==> src/rtl/wb_pwm_multi.sv <==
// Wishbone-slave PWM generator: N channels share one prescaler and one period counter,
// with shadowed PERIOD/DUTY copied to the active set only at period wrap or while disabled.
// Bus: single-cycle registered ack, 1-cycle read latency. PWM outputs lag the counter by 1 clk.
module wb_pwm_multi #(
  parameter int CHANNELS = 4,
  parameter int RES      = 8,
  parameter int PRESC_W  = 16
) (
  input  logic                clk,
  input  logic                rst,
  input  logic                wb_stb_i,
  input  logic                wb_cyc_i,
  input  logic                wb_we_i,
  input  logic [31:0]         wb_adr_i,
  input  logic [3:0]          wb_sel_i,
  input  logic [31:0]         wb_dat_i,
  output logic [31:0]         wb_dat_o,
  output logic                wb_ack_o,
  output logic [CHANNELS-1:0] pwm_out,
  output logic                wrap_o
);

  localparam logic [5:0] IDX_CTRL   = 6'd0;
  localparam logic [5:0] IDX_PRESC  = 6'd1;
  localparam logic [5:0] IDX_PERIOD = 6'd2;
  localparam logic [5:0] IDX_STATUS = 6'd3;
  localparam int         IDX_DUTY0  = 4;

  // ---------------------------------------------------------------------------
  // State
  // ---------------------------------------------------------------------------
  logic [1:0]          ctrl_q,       ctrl_d;        // [0] ena, [1] inv
  logic [PRESC_W-1:0]  presc_q,      presc_d;
  logic [RES-1:0]      period_sh_q,  period_sh_d;
  logic [RES-1:0]      period_act_q, period_act_d;
  logic [RES-1:0]      duty_sh_q  [CHANNELS];
  logic [RES-1:0]      duty_sh_d  [CHANNELS];
  logic [RES-1:0]      duty_act_q [CHANNELS];
  logic [RES-1:0]      duty_act_d [CHANNELS];
  logic [PRESC_W-1:0]  pcnt_q,       pcnt_d;
  logic [RES-1:0]      cnt_q,        cnt_d;
  logic                ack_q,        ack_d;
  logic [31:0]         dat_q,        dat_d;
  logic                wrap_q,       wrap_d;
  logic [CHANNELS-1:0] pwm_q,        pwm_d;

  // ---------------------------------------------------------------------------
  // Bus decode
  // ---------------------------------------------------------------------------
  logic [5:0] idx;
  logic       bus_req;
  logic       wr_en;
  logic       rd_en;

  assign idx     = wb_adr_i[7:2];
  // A new access is accepted only while no ack is outstanding, so each strobe
  // phase produces exactly one register access and one ack pulse.
  assign bus_req = wb_stb_i & wb_cyc_i & ~ack_q;
  assign wr_en   = bus_req & wb_we_i;
  assign rd_en   = bus_req & ~wb_we_i;

  // Byte selects and the untouched address/data bits carry no meaning here.
  logic unused_bits;
  assign unused_bits = ^{wb_sel_i, wb_adr_i[31:8], wb_adr_i[1:0], wb_dat_i};

  // ---------------------------------------------------------------------------
  // Timing core signals
  // ---------------------------------------------------------------------------
  logic ena;
  logic inv;
  logic tick;
  logic wrap_evt;
  logic load;
  logic pend;

  assign ena = ctrl_q[0];
  assign inv = ctrl_q[1];

  // >= rather than == so that shrinking PRESC below a running pcnt still ticks
  // on the next cycle instead of running pcnt all the way round.
  assign tick     = ena & (pcnt_q >= presc_q);
  assign wrap_evt = tick & (cnt_q == period_act_q);
  // Active registers follow the shadows continuously while disabled, and only
  // at the wrap boundary while running, so a period is never cut mid-way.
  assign load     = wrap_evt | ~ena;

  // Status: any shadow register still waiting to be applied.
  always_comb begin
    pend = (period_sh_q != period_act_q);
    for (int i = 0; i < CHANNELS; i++) begin
      if (duty_sh_q[i] != duty_act_q[i]) pend = 1'b1;
    end
  end

  // ---------------------------------------------------------------------------
  // Readback mux (zero-extended; unmapped indices read 0)
  // ---------------------------------------------------------------------------
  logic [31:0] rd_dat;

  // Select the addressed register for a read.
  always_comb begin
    rd_dat = '0;
    case (idx)
      IDX_CTRL:   rd_dat[1:0]         = ctrl_q;
      IDX_PRESC:  rd_dat[PRESC_W-1:0] = presc_q;
      IDX_PERIOD: rd_dat[RES-1:0]     = period_sh_q;
      IDX_STATUS: rd_dat[0]           = pend;
      default: begin
        for (int i = 0; i < CHANNELS; i++) begin
          if (idx == 6'(IDX_DUTY0 + i)) rd_dat[RES-1:0] = duty_sh_q[i];
        end
      end
    endcase
  end

  // ---------------------------------------------------------------------------
  // Register-file writes and shadow-to-active transfer
  // ---------------------------------------------------------------------------
  // Writes only ever touch shadows; a write coinciding with a load is seen by
  // the active set at the following load, so pend stays set meanwhile.
  always_comb begin
    ctrl_d       = ctrl_q;
    presc_d      = presc_q;
    period_sh_d  = period_sh_q;
    period_act_d = load ? period_sh_q : period_act_q;
    for (int i = 0; i < CHANNELS; i++) begin
      duty_sh_d[i]  = duty_sh_q[i];
      duty_act_d[i] = load ? duty_sh_q[i] : duty_act_q[i];
    end
    if (wr_en) begin
      case (idx)
        IDX_CTRL:   ctrl_d      = wb_dat_i[1:0];
        IDX_PRESC:  presc_d     = wb_dat_i[PRESC_W-1:0];
        IDX_PERIOD: period_sh_d = wb_dat_i[RES-1:0];
        default: begin
          for (int i = 0; i < CHANNELS; i++) begin
            if (idx == 6'(IDX_DUTY0 + i)) duty_sh_d[i] = wb_dat_i[RES-1:0];
          end
        end
      endcase
    end
  end

  // ---------------------------------------------------------------------------
  // Prescaler, period counter, outputs and bus response
  // ---------------------------------------------------------------------------
  // Next state of the counters, the wrap pulse, the PWM comparators and the bus.
  always_comb begin
    pcnt_d = pcnt_q;
    cnt_d  = cnt_q;
    if (!ena) begin
      pcnt_d = '0;
      cnt_d  = '0;
    end else if (tick) begin
      pcnt_d = '0;
      cnt_d  = wrap_evt ? '0 : cnt_q + 1'b1;
    end else begin
      pcnt_d = pcnt_q + 1'b1;
    end

    wrap_d = wrap_evt;

    for (int i = 0; i < CHANNELS; i++) begin
      pwm_d[i] = ena ? ((cnt_q < duty_act_q[i]) ^ inv) : inv;
    end

    ack_d = wb_stb_i & wb_cyc_i & ~ack_q;
    dat_d = rd_en ? rd_dat : dat_q;
  end

  // State register with synchronous reset; reset drops any ack in flight.
  always_ff @(posedge clk) begin
    if (rst) begin
      ctrl_q       <= '0;
      presc_q      <= '0;
      period_sh_q  <= '0;
      period_act_q <= '0;
      for (int i = 0; i < CHANNELS; i++) begin
        duty_sh_q[i]  <= '0;
        duty_act_q[i] <= '0;
      end
      pcnt_q <= '0;
      cnt_q  <= '0;
      ack_q  <= 1'b0;
      dat_q  <= '0;
      wrap_q <= 1'b0;
      pwm_q  <= '0;
    end else begin
      ctrl_q       <= ctrl_d;
      presc_q      <= presc_d;
      period_sh_q  <= period_sh_d;
      period_act_q <= period_act_d;
      for (int i = 0; i < CHANNELS; i++) begin
        duty_sh_q[i]  <= duty_sh_d[i];
        duty_act_q[i] <= duty_act_d[i];
      end
      pcnt_q <= pcnt_d;
      cnt_q  <= cnt_d;
      ack_q  <= ack_d;
      dat_q  <= dat_d;
      wrap_q <= wrap_d;
      pwm_q  <= pwm_d;
    end
  end

  assign wb_ack_o = wb_stb_i & wb_cyc_i & ack_q;
  assign wb_dat_o = dat_q;
  assign wrap_o   = wrap_q;
  assign pwm_out  = pwm_q;

endmodule

==> config.mk <==
export PLATFORM = sky130hd
export DESIGN_NAME = wb_pwm_multi
export DESIGN_NICKNAME = d
export VERILOG_FILES = /design/src/rtl/wb_pwm_multi.sv
export SDC_FILE = /design/constraint.sdc
export NUM_CORES = 1
export LEC_CHECK = 0
export BUFFER_PORTS_ARGS = -buffer_cell sky130_fd_sc_hd__buf_2
export CAP_MARGIN = 10
export CORE_ASPECT_RATIO = 0.6
export CORE_MARGIN = 2
export CORE_UTILIZATION = 25
export CTS_BUF_LIST = sky130_fd_sc_hd__clkbuf_4 sky130_fd_sc_hd__clkbuf_8
export DETAILED_ROUTE_END_ITERATION = 12
export PLACE_DENSITY = 0.47
export SYNTH_ARGS = -nofsm -noshare
export SYNTH_HDL_FRONTEND = slang
export SYNTH_SLANG_ARGS = --single-unit
==> constraint.sdc <==
create_clock -name clk -period 2.95 [get_ports clk]
set_clock_uncertainty 0.1 [all_clocks]
set_input_delay 0 -clock clk [delete_from_list [all_inputs] [get_ports clk]]
set_output_delay 0 -clock clk [all_outputs]
set_load 0.005 [all_outputs]
==> impl_metrics.tcl, run 1 <==
set metrics [dict create \
    status "finished clean" \
    fin_cells 1354 \
    r2r_start "presc_q[15]" \
    ys_seq_area_share_pct 37.0 \
    power_mw 4.08 \
    numPortBuffers 48 \
    postSynth.asyncResetShare_pct 0 \
    tightestPinTransition_ps 886 \
    numCtsBuffers 17 \
    chipWidth_um 232 \
    syn_area_um2 7790 \
    insertion_delay_ps 460 \
    antenna_found_initial 0 \
    dieHeight_um 141 \
    setup_viol 0 \
    vias_per_cell 4.46 \
    io_pins 111 \
    whs_ps 24.2 \
    critPathLaunchType "flip-flop" \
    p_sw_mw 0.902 \
    antennaDiodeCount 0 \
    overflow 0 \
    powerDensity_nw_per_um2 443 \
    seq_power_share_pct 47.9 \
    yosysTopAreaCellShare_pct 37.0 \
    cts_buffer_depth 2 \
    clock_sinks 144 \
    reg2reg_slack_ps 350 \
    ir_drop_mv 0.271 \
    routedWlPerCell_um 17.0 \
    drt_pass1_iterations 5 \
    die_area_um2 32600 \
    crit_start "presc_q[15]" \
    synth-edff-count 0 \
    internal_power_mw 3.18 \
    pwr-share-comb_pct 4.5 \
    ys.flop_type "dfxtp_1" \
    route.detailed.drc 0 \
    synth_cell_types 51 \
    finalCritPeriodShare_pct 88.3 \
    rows 50 \
    drv_slew 0 \
    hold_path.startpoint "rst" \
    post_cts_buffers 0 \
    drt_iter0_drc 486 \
    power_leakage_nw 3.27 \
    ys.warnings.count 0 \
    start_util_pct 25.2 \
    cap_viol_max_count 0 \
    clockRootBuffer "clkbuf_8" \
    crit_path_max_incr_delay_ps 420 \
    fmax_ghz 0.384 \
    crit_required_ps 3200 \
    critPathArrivalTime_ps 2860 \
    relSlewSlack_pct 40.9 \
    p_clk_share_pct 47.6 \
    crit_chain "inv_1, ha_1, nand4_1, or2_0, o32a_4, a21boi_2, mux2i_1, nor2_1" \
    grt_usage_pct 14.5 \
    area_delta_synth_final_pct 18.1 \
    yosys.area.top_type "dfxtp_1" \
    grt_setup_unrepaired "no" \
    dp.cells 1301 \
    drive_gt1_share_pct 13.3 \
    mostFrequentLayoutCell "dfxtp_1" \
    tritoncts "done" \
    hp-class "in2reg" \
    utilization_pct 29.8 \
    hpwl_um 17100 \
    synthCells 853 \
    detail-route-antenna-nets 0 \
    grt_max_degree 94 \
    coreArea_um2 30900 \
    wl_um 23100 \
    layout_common_cells "dfxtp_1, nor2_1, mux2i_1, nand2b_1, inv_1" \
    synth_area_leaders "dfxtp_1, mux2i_1, ha_1, nand2b_1, xnor2_1" \
    p_sw_share_pct 22.1 \
    fin_crit_ps 2600 \
    worstPathMaxFanout 9 \
    gp_congestion 0.787 \
    syn_avg_cell_area_um2 9.13 \
    setup_tns_ps 0 \
    ys_ff_latch 144 \
    grt_pass1_vias 5593 \
    vias 6037 \
    hold_viol 0 \
    cts.clk_slew.worst_paths_ps 80 \
    fin_nets 1045 \
    cp_slowest_cell "o32a_4" \
    grt_first_pass_wirelength_um 35000 \
    cp-end-kind "flip-flop" \
    cts_max_level 4 \
    crit_type "reg2reg" \
]
==> critical path: cells and delay by family (launching register included) <==
| kind | cells | cell delay [ps] |
|---|---|---|
| compound gates | 2 | 840 |
| fa+ha+maj | 1 | 310 |
| buf+inv | 1 | 70 |
| flops | 1 | 400 |
| mux | 1 | 240 |
| simple gates | 3 | 530 |
==> kinds of logic (layout without fill, tap and decap cells) <==
kind of cell / Yosys count / after routing / synth area share (%)
buffers and inverters: 104 / 174 / 6.33
AOI/OAI and AO/OA: 91 / 91 / 8.01
DFF: 144 / 144 / 37.0
xor gates and xnor gates: 66 / 66 / 7.42
other: 1 / 16 / 0.0481
and+or+nand+nor: 304 / 304 / 20.0
muxes: 97 / 97 / 13.7
adders and majority gates: 46 / 46 / 7.39
==> sequential cells by signal (all words and copies together), names as in the netlist <==
register      cells
wrap_o            1
presc_q          16
wb_dat_o         16
cnt_q             8
pwm_out           4
pcnt_q           16
duty_sh_q        32
ctrl_q            2
period_sh_q       8
duty_act_q       32
period_act_q      8
ack_q             1
==> metal layers <==
layer,track usage (%),share of wire [%],vias to the layer above
met5,0,0,-
met1,24.3,58,2882
met3,2.93,4.9,18
li1,-,-,3016
met2,17.6,36,121
met4,3.51,0.97,0
==> stage by stage <==
stage	instance area, µm²	setup WS, ps
after global routing	9200	172
after CTS	9200	327
after detailed placement	8500	359
after floorplan	7850	673
final	9200	345
after global placement	8500	377
==> timing repair <==
item,4_1_cts,5_1_grt
endpoints found under the hold margin,67,0
resized for setup,0,0
hold buffers,22,0
==> power groups by stage <==
stage / registers, mW / clock network [mW] / logic [mW]
finish: 1.95 / 1.94 / 0.181
global route: 1.95 / 2.08 / 0.196
global placement: 2.00 / 0 / 0.158
detailed placement: 2.00 / 0 / 0.159
CTS: 1.95 / 2.00 / 0.180
floorplan: 2.00 / 0 / 0.102
==> area by class of cell <==
type | instances | area [µm²]
inverter | 52 | 195
fill | 3254 | 21700
tap | 416 | 520
multi-input combinational | 620 | 4480
clock buffer | 21 | 277
timing repair buffer | 91 | 633
clock inverter | 10 | 208
sequential | 144 | 2880
==> final timing paths <==
check | end | cells after the start
max | cnt_q[1] | 8
min | duty_sh_q[3][1] | 2
max reg2reg | cnt_q[1] | 8
min reg2reg | presc_q[7] | 2
==> cells in the mapped netlist, drive strengths merged (3+ instances only) <==
master and number:
nand4 20, mux2i 89, nor2b 7, o21ai 12, mux4 8, a221oi 7, nand2 48, a22oi 8
or2 3, inv 52, o2111ai 8, and3 5, nor3 8, xor2 16, nand2b 88, buf 26
a21oi 36, nand3 13, clkbuf 26, xnor2 50, nor2 94, a21o 8, a2111oi 3, dfxtp 144
or3 3, nor4 5, ha 46
Power figures use the tool's default switching activity.
==> run 2: changes to the inputs <==
- ABC_AREA: default -> 1
==> run 2 against run 1 <==
Worst hold slack improved by 34 ps. Via count rose by 16%. Critical endpoint is now wb_dat_o[11]. Clock power fell by 14%. First-iteration DRC count rose by 30%. Largest power group unchanged. Global-route usage rose by 0.89 points. Clock-buffer cell count rose by 3. Die area fell by 1.4%. Maximum frequency fell by 3.7%. Register-to-register slack improved by 260 ps. Non-clock buffer count fell by 1. Flip-flop and latch count did not move. Routed wire length rose by 4.0%. Largest cell class unchanged.
==> impl_metrics.tcl, run 2 <==
set metrics [dict create \
    status "finished clean" \
    clock_sinks 144 \
    chipWidth_um 230 \
    hold_depth 5 \
    drt_iter0_drc 631 \
    antenna_found_initial 0 \
    vias 6985 \
    cts_buffer_depth 2 \
    rows 49 \
    grt_first_pass_wirelength_um 37000 \
    drive_gt1_share_pct 9.45 \
    reg2reg_depth 11 \
    ys_ff_latch 144 \
    ir_drop_mv 0.268 \
    ys_seq_area_share_pct 37.6 \
    tritoncts "done" \
    fin_crit_ps 2710 \
    yosysTopAreaCellShare_pct 37.6 \
    powerDensity_nw_per_um2 422 \
    gp_congestion 0.876 \
    cp-end-kind "flip-flop" \
    finish.instance_area_um2 9040 \
    setup_tns_ps 0 \
    post_cts_resized 0 \
    fmax_ghz 0.370 \
    layout_common_cells "nand2_1, nor2_1, dfxtp_1, inv_1, a21oi_1" \
    hold_viol 0 \
    hp-class "in2reg" \
    placedInstanceArea_um2 8350 \
    power_mw 3.81 \
    coreArea_um2 30100 \
    hold_buffers 27 \
    synth_cell_types 36 \
    grt_max_degree 104 \
    post_cts_buffers 0 \
    numPortBuffers 48 \
    synth_commonest_cells "nand2_1, nor2_1, dfxtp_1" \
    wl_um 24000 \
    syn_avg_cell_area_um2 6.99 \
    critPathArrivalTime_ps 3020 \
    drv_slew 0 \
    insertion_delay_ps 470 \
    dpl_worst_slack_ps 660 \
    cts_max_level 4 \
    grt_setup_unrepaired "no" \
    drt_pass1_iterations 5 \
    fin_nets 1291 \
    critPathLaunchType "primary input" \
    setup_ws_ps 244 \
    routedWlPerCell_um 15.1 \
    dieHeight_um 140 \
    vias_per_cell 4.38 \
    route.detailed.drc 0 \
    hold_end "duty_sh_q[2][0]" \
    io_pins 111 \
    synth_area_leaders "dfxtp_1, nand2_1, nor2_1, ha_1, inv_1" \
    r2r_start "presc_q[13]" \
    crit_type "in2reg" \
    mostFrequentLayoutCell "nand2_1" \
    area_delta_synth_final_pct 17.8 \
    reg2reg_slack_ps 610 \
    antennaDiodeCount 0 \
    yosysMostFrequentCell "nand2_1" \
    synthCells 1098 \
    ys.warnings.count 0 \
    grt_pass1_vias 6203 \
    r2r_end "duty_act_q[0][5]" \
    crit_required_ps 3270 \
    power_leakage_nw 3.78 \
    detail-route-antenna-nets 0 \
    ys.flop_type "dfxtp_1" \
    cts.clk_slew.worst_paths_ps 80 \
    fill_cells 3292 \
    postSynth.asyncResetShare_pct 0 \
    synth-edff-count 0 \
    start_util_pct 25.5 \
    die_area_um2 32200 \
    finalCritPeriodShare_pct 91.7 \
    numCtsBuffers 17 \
    setup_viol 0 \
    clockRootBuffer "clkbuf_8" \
    yosys.area.top_type "dfxtp_1" \
    cap_viol_max_count 0 \
    tightestPinTransition_ps 642 \
    grt_usage_pct 15.3 \
    syn_area_um2 7670 \
    worstPathMaxFanout 8 \
    hold_path.startpoint "wb_adr_i[4]" \
    relSlewSlack_pct 57.2 \
    top_regs "duty_act_q: 32 flops, duty_sh_q: 32 flops" \
    overflow 0 \
    hpwl_um 17700 \
]
## run 2: cell types whose count changed after synthesis, sizes merged, moves of 11 or more
cell    delta
nor2      +78
clkbuf    -13
inv       +81
nand3     +16
xnor2     -19
nand2    +196
o21ai     +59
nand2b    -88
buf       +11
a21oi     +58
mux2i     -89
## run 2: layout make-up
cell class              instances  area (µm²)  area share [%]
multi-input cells             784        4070            45.1
flip-flops and latches        144        2880            31.9
repair buffers                 90         648            7.17
well taps                     408         510            5.65
inverters                     135         507            5.60
clock buffers                  24         318            3.51
clock inverters                 8         103            1.13
## run 2: stage by stage
stage	utilization, %	cells	hold WS (ps)
after global routing	30.0	1593	68.1
after floorplan	-	1113	31.8
after CTS	30.0	1593	9.48
after detailed placement	27.7	1534	184
final	30.0	1593	58.3
after global placement	27.7	1534	188
## run 2: critical path, stage by stage
cell and delay [ps]:
dlygate4sd3_1 520, buf_2 100, nand2_1 40, dlygate4sd3_1 550, nor2_1 90, inv_1 100
nor2_2 280, nand3_1 100, dlygate4sd3_1 570, a21oi_1 120, dlygate4sd3_1 550
## run 2: worst max-delay path by stage
stage,depth (start not counted),start,endpoint,slack [ps]
5_1_grt,12,wb_cyc_i,duty_sh_q[1][2],20
2_1_floorplan,10,presc_q[15],pcnt_q[13],990
3_3_place_gp,11,presc_q[13],duty_act_q[3][2],690
3_5_place_dp,11,presc_q[13],duty_act_q[0][1],660
4_1_cts,11,wb_cyc_i,wb_dat_o[11],270
6_report,11,wb_cyc_i,wb_dat_o[11],240
## run 2: where the power goes
part | internal [mW] | leakage [nW] | switching, mW
logic | 0.0671 | 2.41 | 0.124
registers | 1.95 | 1.16 | 0.00527
clock network | 0.883 | 0.212 | 0.783
total | 2.90 | 3.78 | 0.912
## run 2: kinds of logic (layout without fill, tap and decap cells)
group | count (synthesis) | count (layout) | synth area share, %
and+or+nand+nor | 486 | 486 | 26.3
buffers and inverters | 185 | 257 | 10.1
xor gates and xnor gates | 46 | 46 | 5.25
AOI/OAI and AO/OA | 190 | 190 | 13.2
other | 1 | 16 | 0.0489
DFF | 144 | 144 | 37.6
adders and majority gates | 46 | 46 | 7.50
## run 2: routing by layer
| layer | up-vias | global-route usage [%] | part of all wire, % |
|---|---|---|---|
| met5 | - | 0 | 0 |
| met4 | 0 | 4.01 | 1.0 |
| met3 | 15 | 3.34 | 6.1 |
| met2 | 163 | 19.3 | 36 |
| met1 | 3179 | 25.0 | 57 |
| li1 | 3628 | - | - |
